## config.mk

```make
export PLATFORM = sky130hd
export DESIGN_NAME = ps2_key_event_tracker
export DESIGN_NICKNAME = d
export VERILOG_FILES = /design/src/rtl/ps2_key_event_tracker_pkg.sv /design/src/rtl/ps2_evt_fifo.sv /design/src/rtl/ps2_key_event_tracker.sv
export SDC_FILE = /design/constraint.sdc
export NUM_CORES = 1
export LEC_CHECK = 0
export CAP_MARGIN = 20
export CORE_UTILIZATION = 42
export DETAILED_ROUTE_END_ITERATION = 7
export GPL_ROUTABILITY_DRIVEN = 1
export SKIP_CTS_REPAIR_TIMING = 1
export SLEW_MARGIN = 20
export SYNTH_ARGS = -nofsm -noshare
export SYNTH_HDL_FRONTEND = slang
export SYNTH_SLANG_ARGS = --single-unit
```

## constraint.sdc

```tcl
create_clock -name clk -period 3.46 [get_ports clk]
set_clock_uncertainty 0.2 [all_clocks]
set_input_delay 0.865 -clock clk [delete_from_list [all_inputs] [get_ports clk]]
set_output_delay 0.865 -clock clk [all_outputs]
set_load 0.05 [all_outputs]
```

## src/rtl/ps2_key_event_tracker_pkg.sv

```systemverilog
// Shared decoder states, PS/2 prefix bytes and event-word layout for the key event tracker.
package ps2_pkg;

    typedef enum logic [3:0] {
        IDLE    = 4'b0001,
        EXT     = 4'b0010,
        BRK     = 4'b0100,
        EXT_BRK = 4'b1000
    } dec_state_t;

    localparam logic [7:0] PS2_EXT = 8'hE0;
    localparam logic [7:0] PS2_BRK = 8'hF0;

    localparam int EVT_BRK_BIT = 9;
    localparam int EVT_EXT_BIT = 8;
    localparam int EVT_W       = 10;

    function automatic logic [EVT_W-1:0] make_evt(input logic brk, input logic ext,
                                                  input logic [7:0] code);
        logic [EVT_W-1:0] w;
        w = '0;
        w[EVT_BRK_BIT] = brk;
        w[EVT_EXT_BIT] = ext;
        w[7:0]         = code;
        return w;
    endfunction

endpackage

```

## src/rtl/ps2_evt_fifo.sv

```systemverilog
// First-word fall-through event FIFO; the head word is held in a register so dout is a flop output.
module ps2_evt_fifo #(
    parameter int DEPTH = 8,
    parameter int W     = 10
) (
    input  logic                       clk,
    input  logic                       rst,
    input  logic                       push,
    input  logic [W-1:0]               din,
    input  logic                       pop,
    output logic                       valid,
    output logic [W-1:0]               dout,
    output logic [$clog2(DEPTH):0]     cnt,
    output logic                       full
);
    localparam int AW = $clog2(DEPTH);

    logic [W-1:0]  mem [DEPTH];
    logic [AW-1:0] wr_ptr, rd_ptr, rd_next;
    logic [AW:0]   cnt_next;
    logic          do_push, do_pop;

    assign valid   = (cnt != '0);
    assign full    = (cnt == (AW+1)'(DEPTH));
    assign do_pop  = pop && valid;
    assign do_push = push && (!full || do_pop);
    assign rd_next = rd_ptr + AW'(do_pop);

    always_comb begin
        cnt_next = cnt;
        if (do_push && !do_pop)
            cnt_next = cnt + 1'b1;
        else if (do_pop && !do_push)
            cnt_next = cnt - 1'b1;
    end

    always_ff @(posedge clk) begin
        if (do_push)
            mem[wr_ptr] <= din;
    end

    always_ff @(posedge clk or posedge rst) begin
        if (rst) begin
            wr_ptr <= '0;
            rd_ptr <= '0;
            cnt    <= '0;
            dout   <= '0;
        end else begin
            if (do_push)
                wr_ptr <= wr_ptr + 1'b1;
            rd_ptr <= rd_next;
            cnt    <= cnt_next;
            // the new head may be the word being written this very cycle
            if (cnt_next == '0)
                dout <= '0;
            else if (do_push && (rd_next == wr_ptr))
                dout <= din;
            else
                dout <= mem[rd_next];
        end
    end

endmodule

```

## src/rtl/ps2_key_event_tracker.sv

```systemverilog
// PS/2 make/break decoder with held-key tracking, press counter and queued event output.
// Build option: define PS2_REPEAT_FILTER_EN to suppress typematic repeats of the held key.
//
// state   | meaning
// IDLE    | waiting for a code or prefix byte
// EXT     | E0 seen, next byte is extended make unless F0
// BRK     | F0 seen, next byte is a break code
// EXT_BRK | E0 F0 seen, next byte is an extended break code
module ps2_key_event_tracker
    import ps2_pkg::*;
#(
    parameter int FIFO_DEPTH = 8,
    parameter int CNT_W      = 8
) (
    input  logic                          clk,
    input  logic                          rst,
    input  logic [7:0]                    ps2_data,
    input  logic                          ps2_valid,
    output logic                          evt_valid,
    output logic [9:0]                    evt_code,
    input  logic                          evt_ready,
    output logic [$clog2(FIFO_DEPTH):0]   fifo_cnt,
    output logic                          overflow,
    input  logic                          ovf_clr,
    output logic                          key_held,
    output logic [8:0]                    cur_code,
    output logic [CNT_W-1:0]              press_cnt
);
    dec_state_t       state;
    logic             evt_fire, evt_brk, evt_ext, filtered, push, fifo_full, drop;
    logic [EVT_W-1:0] evt_word;
    logic [8:0]       key;

    always_comb begin
        evt_fire = 1'b0;
        evt_brk  = 1'b0;
        evt_ext  = 1'b0;
        if (ps2_valid) begin
            unique case (state)
                IDLE:    evt_fire = (ps2_data != PS2_EXT) && (ps2_data != PS2_BRK);
                EXT:     begin evt_fire = (ps2_data != PS2_BRK); evt_ext = 1'b1; end
                BRK:     begin evt_fire = 1'b1; evt_brk = 1'b1; end
                EXT_BRK: begin evt_fire = 1'b1; evt_brk = 1'b1; evt_ext = 1'b1; end
                default: evt_fire = 1'b0;
            endcase
        end
    end

    assign key      = {evt_ext, ps2_data};
    assign evt_word = make_evt(evt_brk, evt_ext, ps2_data);

`ifdef PS2_REPEAT_FILTER_EN
    assign filtered = evt_fire && !evt_brk && key_held && (key == cur_code);
`else
    assign filtered = 1'b0;
`endif

    assign push = evt_fire && !filtered;
    assign drop = push && fifo_full && !(evt_valid && evt_ready);

    always_ff @(posedge clk or posedge rst) begin
        if (rst) begin
            state     <= IDLE;
            key_held  <= 1'b0;
            cur_code  <= '0;
            press_cnt <= '0;
            overflow  <= 1'b0;
        end else begin
            if (ps2_valid) begin
                unique case (state)
                    IDLE: begin
                        if (ps2_data == PS2_EXT)      state <= EXT;
                        else if (ps2_data == PS2_BRK) state <= BRK;
                    end
                    EXT:     state <= (ps2_data == PS2_BRK) ? EXT_BRK : IDLE;
                    default: state <= IDLE;
                endcase
            end
            if (evt_fire && !evt_brk) begin
                key_held <= 1'b1;
                cur_code <= key;
                if (!filtered)
                    press_cnt <= press_cnt + 1'b1;
            end else if (evt_fire && evt_brk && (key == cur_code)) begin
                key_held <= 1'b0;
            end
            if (drop)
                overflow <= 1'b1;
            else if (ovf_clr)
                overflow <= 1'b0;
        end
    end

    ps2_evt_fifo #(.DEPTH(FIFO_DEPTH), .W(EVT_W)) u_fifo (
        .clk   (clk),
        .rst   (rst),
        .push  (push),
        .din   (evt_word),
        .pop   (evt_ready),
        .valid (evt_valid),
        .dout  (evt_code),
        .cnt   (fifo_cnt),
        .full  (fifo_full)
    );

endmodule

```

-- Word-level counts from Yosys, hierarchy flattened
Memory sizes are Yosys's and may differ from the RTL's.
Cells that the tools add are included.
- add/sub/neg operators: 5
- reductions and logical operators: 23
- multiplexer cells: 20
- equal/unequal tests: 12
- operators with widths (cell ; count):
    10-bit 2-to-1 mux ; 2
    4-bit 2-to-1 mux ; 5
    8-bit equality test (second input constant) ; 2
    8-bit != test (second input constant) ; 2
    1-bit logical AND ; 11
    1-bit 2-to-1 mux ; 11
    9-bit equality test ; 1
    8-bit by 1-bit adder with 8-bit output (second input constant) ; 1
    4-bit equality test (second input constant) ; 2
    4-bit one-hot mux with 2 select lines ; 1
    4-bit by 1-bit adder with 4-bit output (second input constant) ; 1
    4-bit by 1-bit equality test with 1-bit output (second input constant) ; 1
    4-bit by 2-bit equality test with 1-bit output (second input constant) ; 1
    4-bit by 3-bit equality test with 1-bit output (second input constant) ; 1
    1-bit logical NOT ; 4
    4-bit logical NOT ; 1
    2-bit nonzero test ; 2
    4-bit nonzero test ; 1
    2-bit OR reduction ; 2
    4-bit by 1-bit subtractor with 4-bit output (second input constant) ; 1
    3-bit by 1-bit adder with 3-bit output ; 1
    3-bit by 1-bit adder with 3-bit output (second input constant) ; 1
    3-bit equality test ; 1
    3-bit != test (second input constant) ; 1
    3 further kinds ; 3
- bits in writable memories: 80
- output and inout bits: 34
- logic and storage cells: 70
- bits in registers: 43
- input port bits: 13
- memories kept: 1
- memories (name ; words ; width ; read ports ; clocked after memory_dff ; wr ports ; line ; RTL):
    u_fifo.mem ; 8 ; 10 ; 1 ; 0 ; 1 ; ps2_evt_fifo.sv:18 ; logic [W-1:0] mem [DEPTH];

-- Longest topological paths before layout
Gate-level depths: netlist (run 1).
- word-level depth: 11
- depth in mapped cells: 14
- gate-level depth less buffers: 12

-- Cells and area by module
From an unflattened synthesis (run 1), not the netlist that was laid out.
- cell total of the unflattened synthesis: 334
- area total of the unflattened synthesis: 5311.3 um2
- modules (own cells, without submodules) (module ; seq. area each (um2) ; area an instance (um2) ; times used ; cells each):
    ps2_evt_fifo ; 2902.8 ; 4119.0 ; 1 ; 229
    ps2_key_event_tracker ; 576.8 ; 1192.4 ; 1 ; 105

-- Worst setup path after synthesis (run 1)
No wires, ideal clock.
- path type: register -> register
- start point: reg u_fifo.cnt[0]
- end point: reg u_fifo.dout[8]
- library setup time: 131 ps
- arrival: 3772 ps
- buffers on the path: 2
- clock period less this slack: 4103 ps
- slack: -643 ps
- data required time: 3129 ps
- stages on the path, launching flop included: 13
- cells stage by stage: dfrtp_1 inv_1 ha_1 or3b_1 clkbuf_1 nand2_1 inv_1 ha_1 buf_1 mux4_2 mux2_2 mux2i_1 a21oi_1
- elaborated cells between the ends (all ways): 21
- classes of those cells: add/sub: 3; eq/ne: 2; mux: 4; reduce/logical: 11; memory: 1
- RTL lines (item ; line ; RTL):
    start, declared ; ps2_evt_fifo.sv:13 ; output logic [$clog2(DEPTH):0] cnt,
    start signal, assigned ; ps2_evt_fifo.sv:52 ; cnt <= cnt_next;
    4-bit nonzero test (*) ; ps2_evt_fifo.sv:23 ; assign valid = (cnt != '0);
    via evt_valid ; ps2_key_event_tracker.sv:19 ; output logic evt_valid,
    1-bit logical AND (*) ; ps2_evt_fifo.sv:25 ; assign do_pop = pop && valid;
    3-bit by 1-bit adder with 3-bit output (*) ; ps2_evt_fifo.sv:27 ; assign rd_next = rd_ptr + AW'(do_pop);
    via u_fifo.rd_next[0] ; ps2_evt_fifo.sv:19 ; logic [AW-1:0] wr_ptr, rd_ptr, rd_next;
    parallel branches: the longest is 2 deep, another holds memory 8 x 10 bit ; n/a ;
    10-bit 2-to-1 mux (*) ; ps2_evt_fifo.sv:56 ; else if (do_push && (rd_next == wr_ptr))
    10-bit 2-to-1 mux (*) ; ps2_evt_fifo.sv:54 ; if (cnt_next == '0)
    end signal, assigned ; ps2_evt_fifo.sv:57 ; dout <= din;
    end signal, assigned ; ps2_evt_fifo.sv:59 ; dout <= mem[rd_next];
    end, declared ; ps2_evt_fifo.sv:12 ; output logic [W-1:0] dout,
Mark *: on every way through the listed nets, which the timed path passes.
A chain may end at the register's enable or synchronous reset.

-- Worst setup path in the final report (run 1)
- start point: reg u_fifo.cnt[1]
- end point: reg u_fifo.dout[4]
- cells in the longest elaborated chain, start to end: 10
- elaborated cells between the ends (all ways): 21
- classes of those cells: add/sub: 3; eq/ne: 2; mux: 4; reduce/logical: 11; memory: 1
- ends and longest elaborated chain (item ; line):
    parallel branches: the longest is 9 deep, another holds memory 8 x 10 bit ; n/a
    10-bit 2-to-1 mux (*) ; ps2_evt_fifo.sv:54
Every way passes the cells marked *.

==> run_results.csv, run 1 <==
group,metric,value,unit
job,cap_violations,0,
routing,num_vias,3173,
timing,slew_viol_final,0,
timing,worst_slew_pin_slew,801,ps
global_routing,grt_max_degree,37,
logic_synthesis,synth_seq_cells,123,
die,boundaryPins,47,
hold_path,hp-class,"reg -> reg",
setup_path,endpoint_kind,"flip-flop",
logic_synthesis,synthCells,327,
timing,finalSetupViolCount,0,
setup_path,required,3550,ps
logic_synthesis,synth_flop_cell,"edfxtp_1",
die,die_x,115,um
logic_synthesis,ys_top_cells_by_area,"edfxtp_1, dfrtp_1, mux4_2, mux2_2, xor2_1",
die,start_util,0.437,
global_routing,grt_overflow_total,0,
routing,post_drt_wl_per_cell,18.4,um
logic_synthesis,synth_fa_ha_area_frac,0.0141,
timing,fin_crit,3290,ps
setup_path,cp_top_family,"simple AND/OR/NAND/NOR gates",
global_routing,antenna_found_initial,0,
placed_design,dp_cells,576,
clock_tree,clk_latency,410,ps
power,peakVddDrop,0.551,mV
setup_path,arrival,3380,ps
timing,slew_headroom,0.465,
routing,post-route-drc-count,0,
die,die_y,115,um
logic_synthesis,synth_area,5330,um^2
cells_and_area,num-nets-final,446,
clock_tree,clk_pin_slew_worst_paths,50,ps
clock_tree,cts_root_buffer,"clkbuf_16",
timing,timing.setup.tns,0,ps
timing,grt_setup_unrepaired,"true",
power,intPower,4.23,mW
logic_synthesis,synth_top_family_by_area,"multiplexers",
clock_tree,cts_sinks,123,
setup_path,path_max_fanout,10,
timing,hold_violations,0,
die,rows,40,
cells_and_area,layout-drive-gt1-share,0.314,
timing,fin_crit_sh,0.951,
power,p_sw_frac,0.355,
logic_synthesis,synth_compound_area_frac,0.0542,
cells_and_area,area_growth,30.9,%
routing,avgViaCountPerCell,5.23,
power,total_power,6.57,mW
power,p_comb_frac,0.428,
logic_synthesis,syn_avg_cell_area,16.3,um^2
power,seq_power_share,0.318,
setup_path,crit_chain,"inv_1 > ha_1 > or3b_1 > nand2_2 > inv_1 > ha_1 > ha_1 > xor2_2 > xor2_1 > nor4_4 > buf_12 > mux2i_1 > a21oi_1",
setup_path,critPathBufInv,3,
setup_path,critical_path_class,"reg -> reg",
power,power.leakage,2.56,nW
power,p_sw,2.33,mW
routing,firstDrtPassIters,4,
routing,ant_nets,0,
global_routing,first_global_vias,3265,
cells_and_area,final_util,0.572,
logic_synthesis,synth_top_area_frac,0.450,
logic_synthesis,synth_edf_count,80,
setup_path,slowest_delay,460,ps
global_routing,grt_pass1_wl,18.0,mm
cells_and_area,fin_cells,607,
clock_tree,cts_tree,"done",
logic_synthesis,synth-seq-area-share,0.653,
logic_synthesis,synth.area.mux_share,0.139,
logic_synthesis,synth.distinct_cells,57,
die,die_area,13200,um^2
cells_and_area,antenna_cells,0,
die,core_area,12200,um^2
logic_synthesis,syn_nets,346,
clock_tree,clock_path_buffers,2,
timing,setup_slack,170,ps
logic_synthesis,ys_warn_count,0,
setup_path,path_common_cell,"ha_1",
power,powerDensity,941,nW/um^2
setup_path,cpMaxStageDelayCell,"or3b_1",
placed_design,pre_cts_ws,-173,ps
clock_tree,htreeDepth,4,
placed_design,post-dp-hpwl,7.61,mm
logic_synthesis,async_flop_share,0.350,
logic_synthesis,synth_top_area_cell,"edfxtp_1",
timing,timing.fmax,0.304,GHz
logic_synthesis,synthSimpleGateAreaFrac,0.0756,
logic_synthesis,synth_xor_area_frac,0.0443,
power,p_clk_frac,0.254,
placed_design,portBuffers,46,
routing,drtIter0Drc,216,
global_routing,grt_usage,0.190,
placed_design,place_congestion,0.864,
routing,drt-total-wl,11.2,mm
setup_path,worst_setup_path_start_kind,"flip-flop",
status,status,"completed",
clock_tree,cts_buffers,17,
## power by group through the flow
stage / Combinational, mW / Clock [mW] / Sequential (mW)
floorplan: 1.50 / 0 / 2.51
global placement: 2.80 / 0 / 2.10
detailed placement: 2.83 / 0 / 2.11
CTS: 2.83 / 1.70 / 2.09
global route: 3.01 / 1.77 / 2.12
finish: 2.81 / 1.67 / 2.09
## flip-flops by register name, indices dropped and copies added (netlist names)
signal and flops:
u_fifo.cnt 4, u_fifo.mem 80, state 4, u_fifo.wr_ptr 3
u_fifo.dout 10, cur_code 9, overflow 1, press_cnt 8
u_fifo.rd_ptr 3, key_held 1
## cell families after synthesis
group           count (synthesis)
compound gates                 35
xor+xnor                       27
fa+ha+maj                       6
buf+inv                        24
flops                         123
mux                            47
simple gates                   65
## cell usage after synthesis, drive strengths merged (2+ instances only)
| master | n |
|---|---|
| edfxtp | 80 |
| dfrtp | 42 |
| mux4 | 20 |
| mux2 | 18 |
| nand2 | 16 |
| xor2 | 15 |
| xnor2 | 12 |
| a21oi | 11 |
| inv | 10 |
| mux2i | 9 |
| buf | 8 |
| nor2 | 8 |
| clkbuf | 6 |
| ha | 6 |
| nor3 | 6 |
| nand4 | 5 |
| nand4b | 4 |
| nor4 | 4 |
| or3 | 4 |
| a31oi | 3 |
| nand3 | 3 |
| nor3b | 3 |
| o21ai | 3 |
| and3 | 2 |
| nand2b | 2 |
| o211ai | 2 |
| o22ai | 2 |
| o31ai | 2 |
| o32ai | 2 |
| or3b | 2 |
| or4 | 2 |
## cell usage in the layout (no fill, tap or decap), drive strengths merged, types with 5 or more instances in the layout
cell           instances
clkdlybuf4s50         45
inv                   11
mux2                  18
ha                     6
mux4                  20
xor2                  15
nand2                 16
clkbuf                18
xnor2                 12
buf                   49
nand4                  5
mux2i                  9
nor3                   6
nor2                   8
clkinv                 9
edfxtp                80
a21oi                 11
dfrtp                 42
## layer usage
metal  vias up  track usage  share of wire
li1       1466            -              -
met1      1594        0.261           0.46
met2        96        0.285           0.47
met3        17       0.0524          0.053
met4         0       0.0814          0.018
met5         -            0              0
## worst paths after layout
path	from	to	slack (ps)	depth (start not counted)
worst max-delay path	u_fifo.cnt[1]	u_fifo.dout[4]	170	13
worst min-delay path	press_cnt[7]	press_cnt[7]	270	1
worst max register to register	u_fifo.cnt[1]	u_fifo.dout[4]	170	13
worst min register to register	press_cnt[7]	press_cnt[7]	270	1
max in group asynchronous	rst	u_fifo.dout[4]	1700	3
min in group asynchronous	rst	state[3]	730	2
## stage by stage
| stage | instance area, um^2 | hold slack (ps) |
|---|---|---|
| 2_1_floorplan | 5360 | 321 |
| 3_3_place_gp | 6410 | 260 |
| 3_5_place_dp | 6410 | 264 |
| 4_1_cts | 6960 | 278 |
| 5_1_grt | 6980 | 308 |
| 6_report | 6980 | 275 |
## area by class of cell
| class | instances | area (um^2) |
|---|---|---|
| clock buffer | 18 | 429 |
| clock inverter | 13 | 128 |
| sequential | 123 | 3480 |
| multi-input combinational | 180 | 1770 |
| tap | 168 | 210 |
| fill | 998 | 5230 |
| inverter | 10 | 37.5 |
| timing repair buffer | 95 | 918 |
No activity file was read; power rests on OpenSTA's default activity.
==> inputs of run 2 (changes only) <==
--- a/config.mk
+++ b/config.mk
@@ -9,8 +9,10 @@
 export CORE_UTILIZATION = 42
 export DETAILED_ROUTE_END_ITERATION = 7
 export GPL_ROUTABILITY_DRIVEN = 1
+export PLACE_DENSITY = 0.66
 export SKIP_CTS_REPAIR_TIMING = 1
 export SLEW_MARGIN = 20
 export SYNTH_ARGS = -nofsm -noshare
 export SYNTH_HDL_FRONTEND = slang
+export SYNTH_HIERARCHICAL = 1
 export SYNTH_SLANG_ARGS = --single-unit
==> run_results.csv, run 2 <==
group,metric,value,unit
placed_design,portBuffers,46,
clock_tree,clock_path_buffers,2,
clock_tree,clk_pin_slew_worst_paths,60,ps
cells_and_area,area_growth,30.5,%
routing,firstDrtPassIters,4,
power,power.leakage,2.63,nW
logic_synthesis,synth.area.mux_share,0.147,
logic_synthesis,synthSimpleGateAreaFrac,0.0860,
cells_and_area,largest_register_ffs,80,
cells_and_area,layout-drive-gt1-share,0.303,
placed_design,post-dp-hpwl,7.68,mm
clock_tree,cts_sinks,123,
timing,grt_setup_unrepaired,"false",
timing,finalSetupViolCount,0,
clock_tree,htreeDepth,4,
cells_and_area,design_area,6930,um^2
setup_path,arrival,3380,ps
logic_synthesis,synth_top_family_by_area,"multiplexers",
cells_and_area,final_util,0.570,
cells_and_area,num-nets-final,458,
power,total_power,6.32,mW
clock_tree,cts_tree,"done",
cells_and_area,largest_register,"u_fifo/mem",
logic_synthesis,netlist_top_cells_count,"edfxtp_1, dfrtp_1, nor2_1",
logic_synthesis,synth_seq_cells,123,
setup_path,crit_chain,"clkdlybuf4s50_1 > nand4b_1 > nor4_1 > o22a_1 > nand2_2 > nand2b_1 > or3_1 > o31a_1 > a221oi_4 > buf_12 > nor2_1",
routing,avgViaCountPerCell,5.18,
timing,fin_hold_ws,273,ps
setup_path,worst_setup_path_start_kind,"primary input",
logic_synthesis,syn_avg_cell_area,15.9,um^2
setup_path,endpoint_kind,"flip-flop",
global_routing,grt_max_degree,24,
clock_tree,cts_buffers,17,
setup_path,path_max_fanout,10,
clock_tree,cts_root_buffer,"clkbuf_16",
routing,drtIter0Drc,203,
logic_synthesis,synth_top_area_frac,0.452,
routing,post_drt_wl_per_cell,17.9,um
die,die_y,114,um
setup_path,slowest_delay,490,ps
routing,highest_layer,"met4",
logic_synthesis,synth_top_area_cell,"edfxtp_1",
routing,wl_met2,5.55,mm
logic_synthesis,synth_area,5310,um^2
cells_and_area,mostFrequentLayoutCell,"edfxtp_1",
timing,slew_headroom,0.407,
placed_design,place_congestion,0.850,
global_routing,grt_overflow_total,0,
timing,slew_viol_final,0,
routing,routed-wl-met3,494,um
placed_design,placed_area,6350,um^2
global_routing,grt_usage,0.191,
timing,timing.fmax,0.303,GHz
logic_synthesis,ys_warn_count,6,
routing,ant_nets,0,
routing,wl_met1,4.97,mm
power,peakVddDrop,0.646,mV
setup_path,required,3540,ps
logic_synthesis,syn_nets,353,
die,die_x,114,um
die,boundaryPins,47,
power,powerDensity,913,nW/um^2
die,die_area,13100,um^2
logic_synthesis,synth_compound_area_frac,0.0332,
die,start_util,0.437,
logic_synthesis,synth_fa_ha_area_frac,0.0141,
job,cap_violations,0,
setup_path,cpMaxStageDelayCell,"clkdlybuf4s50_1",
cells_and_area,top_regs,"u_fifo/mem x80, u_fifo/dout x10, cur_code x9",
timing,fin_crit_sh,0.953,
cells_and_area,antenna_cells,0,
timing,fin_crit,3300,ps
clock_tree,clk_latency,410,ps
global_routing,antenna_found_initial,0,
die,rows,40,
logic_synthesis,async_flop_share,0.350,
logic_synthesis,ys_top_cells_by_area,"edfxtp_1, dfrtp_1, mux4_2, mux2_2, xnor2_1",
logic_synthesis,synth.distinct_cells,52,
logic_synthesis,synthCells,334,
logic_synthesis,synth_xor_area_frac,0.0396,
hold_path,hp-class,"reg -> reg",
logic_synthesis,synth-seq-area-share,0.655,
logic_synthesis,synth_edf_count,80,
routing,drt-total-wl,11.1,mm
cells_and_area,layout_common_cells,"edfxtp_1, buf_4, clkdlybuf4s50_1",
routing,post-route-drc-count,0,
timing,timing.setup.tns,0,ps
timing,worst_slew_pin_slew,888,ps
routing,num_vias,3210,
global_routing,grt_pass1_wl,18.1,mm
logic_synthesis,yosysMostFrequentCell,"edfxtp_1",
timing,hold_violations,0,
logic_synthesis,synth_flop_cell,"edfxtp_1",
global_routing,first_global_vias,3356,
setup_path,critical_path_class,"in -> reg",
die,core_area,12200,um^2
status,status,"completed",
==> run 2: cell count changes after synthesis, sizes merged, moves of 3 or more <==
| cell | change |
|---|---|
| nor2 | +16 |
| a21oi | -7 |
| inv | +6 |
| xor2 | -4 |
| nand4b | -3 |
==> run 2: final timing paths <==
path / from / end / slack, ps / depth (start not counted)
min: press_cnt[7] / press_cnt[7] / 270 / 1
max in group asynchronous: rst / state[3] / 1740 / 2
min reg2reg: press_cnt[7] / press_cnt[7] / 270 / 1
max: ps2_data[3] / u_fifo/dout[5] / 160 / 11
min in group asynchronous: rst / u_fifo/cnt[2] / 750 / 2
max reg2reg: u_fifo/cnt[0] / u_fifo/dout[5] / 250 / 10
==> run 2: cells by family after synthesis <==
logic type / after synthesis
compound gates: 23
simple gates: 82
buf+inv: 27
fa+ha+maj: 6
flops: 123
xor+xnor: 24
mux: 49
==> run 2: cell type report <==
| type | instances | area, um^2 |
|---|---|---|
| Clock inverter | 15 | 140 |
| Fill cell | 990 | 5230 |
| Inverter | 16 | 60.1 |
| Multi-Input combinational cell | 184 | 1720 |
| Timing Repair Buffer | 97 | 896 |
| Tap cell | 168 | 210 |
| Clock buffer | 17 | 425 |
| Sequential cell | 123 | 3480 |
==> run 2: per-layer routing <==
| metal | GRT usage | up-vias |
|---|---|---|
| met5 | 0 | - |
| met4 | 0.0727 | 0 |
| met3 | 0.0524 | 8 |
| met2 | 0.302 | 75 |
| met1 | 0.254 | 1654 |
| li1 | - | 1473 |
==> run 2: stage by stage <==
stage	setup slack, ps	cells
after floorplan	35.4	334
after global placement	-220	587
after detailed placement	-237	587
after CTS	-6.97	619
after global routing	17.8	620
final	164	620
==> run 2: power by group <==
part	internal (mW)	leakage (nW)	total (mW)	switching [mW]
logic	1.18	1.11	2.58	1.40
clock network	0.998	0.267	1.68	0.681
registers	1.87	1.25	2.07	0.194
total	4.05	2.63	6.32	2.27
==> run 2: critical path: cells and delay by family <==
family | cells | cell delay [ps]
buffers and inverters | 2 | 660
AO/OA/AOI/OAI | 3 | 610
AND/OR/NAND/NOR | 6 | 1240
==> inputs of run 3 (changes only) <==
--- a/config.mk
+++ b/config.mk
@@ -7,6 +7,7 @@
 export LEC_CHECK = 0
 export CAP_MARGIN = 20
 export CORE_UTILIZATION = 42
+export CTS_CLUSTER_SIZE = 30
 export DETAILED_ROUTE_END_ITERATION = 7
 export GPL_ROUTABILITY_DRIVEN = 1
 export PLACE_DENSITY = 0.66
==> constraint.sdc (replaced) <==
create_clock -name clk -period 3 [get_ports clk]
set_clock_uncertainty 0.2 [all_clocks]
set_input_delay 0.75 -clock clk [delete_from_list [all_inputs] [get_ports clk]]
set_output_delay 0.75 -clock clk [all_outputs]
set_load 0.05 [all_outputs]
==> run_results.csv, run 3 (synthesis results as in run 2) <==
group,metric,value,unit
status,status,"completed",
timing,timing.fmax,0.339,GHz
cells_and_area,fin_cells,636,
routing,avgViaCountPerCell,5.17,
placed_design,post-dp-hpwl,7.61,mm
cells_and_area,mostFrequentLayoutCell,"edfxtp_1",
global_routing,grt_overflow_total,0,
routing,num_vias,3285,
die,rows,40,
timing,fin_crit,2950,ps
routing,post_drt_wl_per_cell,18.8,um
cells_and_area,layout_common_cells,"edfxtp_1, buf_4, dfrtp_1",
setup_path,endpoint_kind,"flip-flop",
clock_tree,htreeDepth,4,
setup_path,r2r_start,"state[3]",
timing,timing.setup.tns,0,ps
placed_design,placed_area,6610,um^2
setup_path,critPathBufInv,3,
timing,fin_crit_sh,0.984,
die,die_area,13100,um^2
timing,grt_setup_unrepaired,"true",
clock_tree,cts_root_buffer,"clkbuf_16",
setup_path,cpMaxStageDelayCell,"dfrtp_2",
global_routing,grt_pass1_wl,18.4,mm
setup_path,worst_setup_path_start_kind,"flip-flop",
die,start_util,0.437,
setup_path,slowest_delay,430,ps
timing,worst_slew_pin_slew,690,ps
routing,drtIter0Drc,183,
setup_path,arrival,3050,ps
global_routing,grt_max_degree,24,
global_routing,antenna_found_initial,0,
placed_design,portBuffers,46,
setup_path,critical_path_class,"reg -> reg",
placed_design,place_congestion,0.858,
setup_path,critical_path.startpoint,"state[3]",
cells_and_area,design_area,7390,um^2
routing,ant_nets,0,
power,power.leakage,2.84,nW
clock_tree,cts_buffers,17,
power,powerDensity,1070,nW/um^2
setup_path,cp_top_family,"compound AO/OA/AOI/OAI gates",
routing,drt-total-wl,12.0,mm
clock_tree,clock_path_buffers,2,
placed_design,dp_cells,595,
clock_tree,clk_latency,410,ps
global_routing,first_global_vias,3414,
clock_tree,cts_tree,"done",
power,peakVddDrop,0.716,mV
job,cap_violations,0,
routing,post-route-drc-count,0,
setup_path,required,3090,ps
setup_path,crit_chain,"nor3b_4 > nand3_2 > o22a_1 > nand2_4 > buf_6 > o211ai_1 > buf_4 > o31a_1 > a221oi_4 > clkbuf_16 > nor2_1",
global_routing,grt_usage,0.197,
cells_and_area,antenna_cells,0,
die,core_area,12200,um^2
cells_and_area,num-nets-final,474,
timing,hold_violations,0,
clock_tree,cts_sinks,123,
cells_and_area,layout-drive-gt1-share,0.378,
cells_and_area,largest_register_ffs,80,
hold_path,hold_start,"press_cnt[7]",
cells_and_area,top_regs,"u_fifo/mem x80, u_fifo/dout x10, cur_code x9",
clock_tree,clk_pin_slew_worst_paths,60,ps
die,boundaryPins,47,
timing,finalSetupViolCount,0,
timing,slew_viol_final,0,
die,die_y,114,um
timing,fin_hold_ws,272,ps
setup_path,path_max_fanout,5,
routing,firstDrtPassIters,4,
timing,slew_headroom,0.540,
cells_and_area,area_growth,39.2,%
die,die_x,114,um
cells_and_area,largest_register,"u_fifo/mem",
hold_path,hp-class,"reg -> reg",
==> run 3: cell count changes in the layout (fill, tap and decap cells not counted), moves of 3 or more <==
| cell | before | now |
|---|---|---|
| dlymetal6s2s_1 | 1 | 5 |
| clkdlybuf4s50_1 | 45 | 36 |
| buf_12 | 4 | 15 |
| nor3_4 | 0 | 3 |
| nor2_1 | 24 | 17 |
| dfrtp_2 | 0 | 4 |
| dfrtp_1 | 42 | 38 |
| nor2_2 | 0 | 7 |
| clkbuf_2 | 0 | 3 |
| bufinv_16 | 1 | 4 |
| nor3_2 | 5 | 2 |
| buf_4 | 47 | 51 |
==> run 3: cell type report <==
cell class	count	area (um^2)
sequential	123	3480
fill	913	4770
multi-input combinational	184	1830
inverter	16	60.1
timing repair buffer	113	1170
clock buffer	17	425
tap	168	210
clock inverter	15	211
==> run 3: per-stage QoR <==
stage | setup WS, ps | utilization | power [mW]
2_1_floorplan | -136 | - | 4.46
6_report | 46.7 | 0.608 | 7.92
4_1_cts | -193 | 0.595 | 7.89
3_5_place_dp | -606 | 0.543 | 5.66
3_3_place_gp | -544 | 0.543 | 5.61
5_1_grt | -67.4 | 0.608 | 8.28
==> run 3: metal layers <==
metal,up-vias,wire length [um],share of wire,GRT usage
li1,1509,-,-,-
met1,1647,5230,0.44,0.258
met2,111,5870,0.49,0.307
met3,18,607,0.051,0.0572
met4,0,257,0.021,0.0874
met5,-,0,0,0
==> run 3: power breakdown <==
group / leakage, nW / switching, mW / total (mW) / internal (mW)
sequential: 1.24 / 0.218 / 2.38 / 2.16
combinational: 1.30 / 1.75 / 3.37 / 1.63
clock: 0.298 / 0.767 / 2.17 / 1.40
total: 2.84 / 2.73 / 7.92 / 5.19
==> run 3: final timing paths <==
check,to,slack [ps],depth (start not counted)
max in group asynchronous,u_fifo/dout[8],1490,3
min in group asynchronous,overflow,510,3
max reg2reg,u_fifo/dout[4],50,11
max,u_fifo/dout[4],50,11
min reg2reg,press_cnt[7],270,1
min,press_cnt[7],270,1
==> run 3: worst register-to-register path, cell delays in order, from the launching register on <==
cell and delay, ps:
dfrtp_2 430, nor3b_4 280, nand3_2 110, o22a_1 270
nand2_4 130, buf_6 110, o211ai_1 140, buf_4 180
o31a_1 310, a221oi_4 400, clkbuf_16 230, nor2_1 50
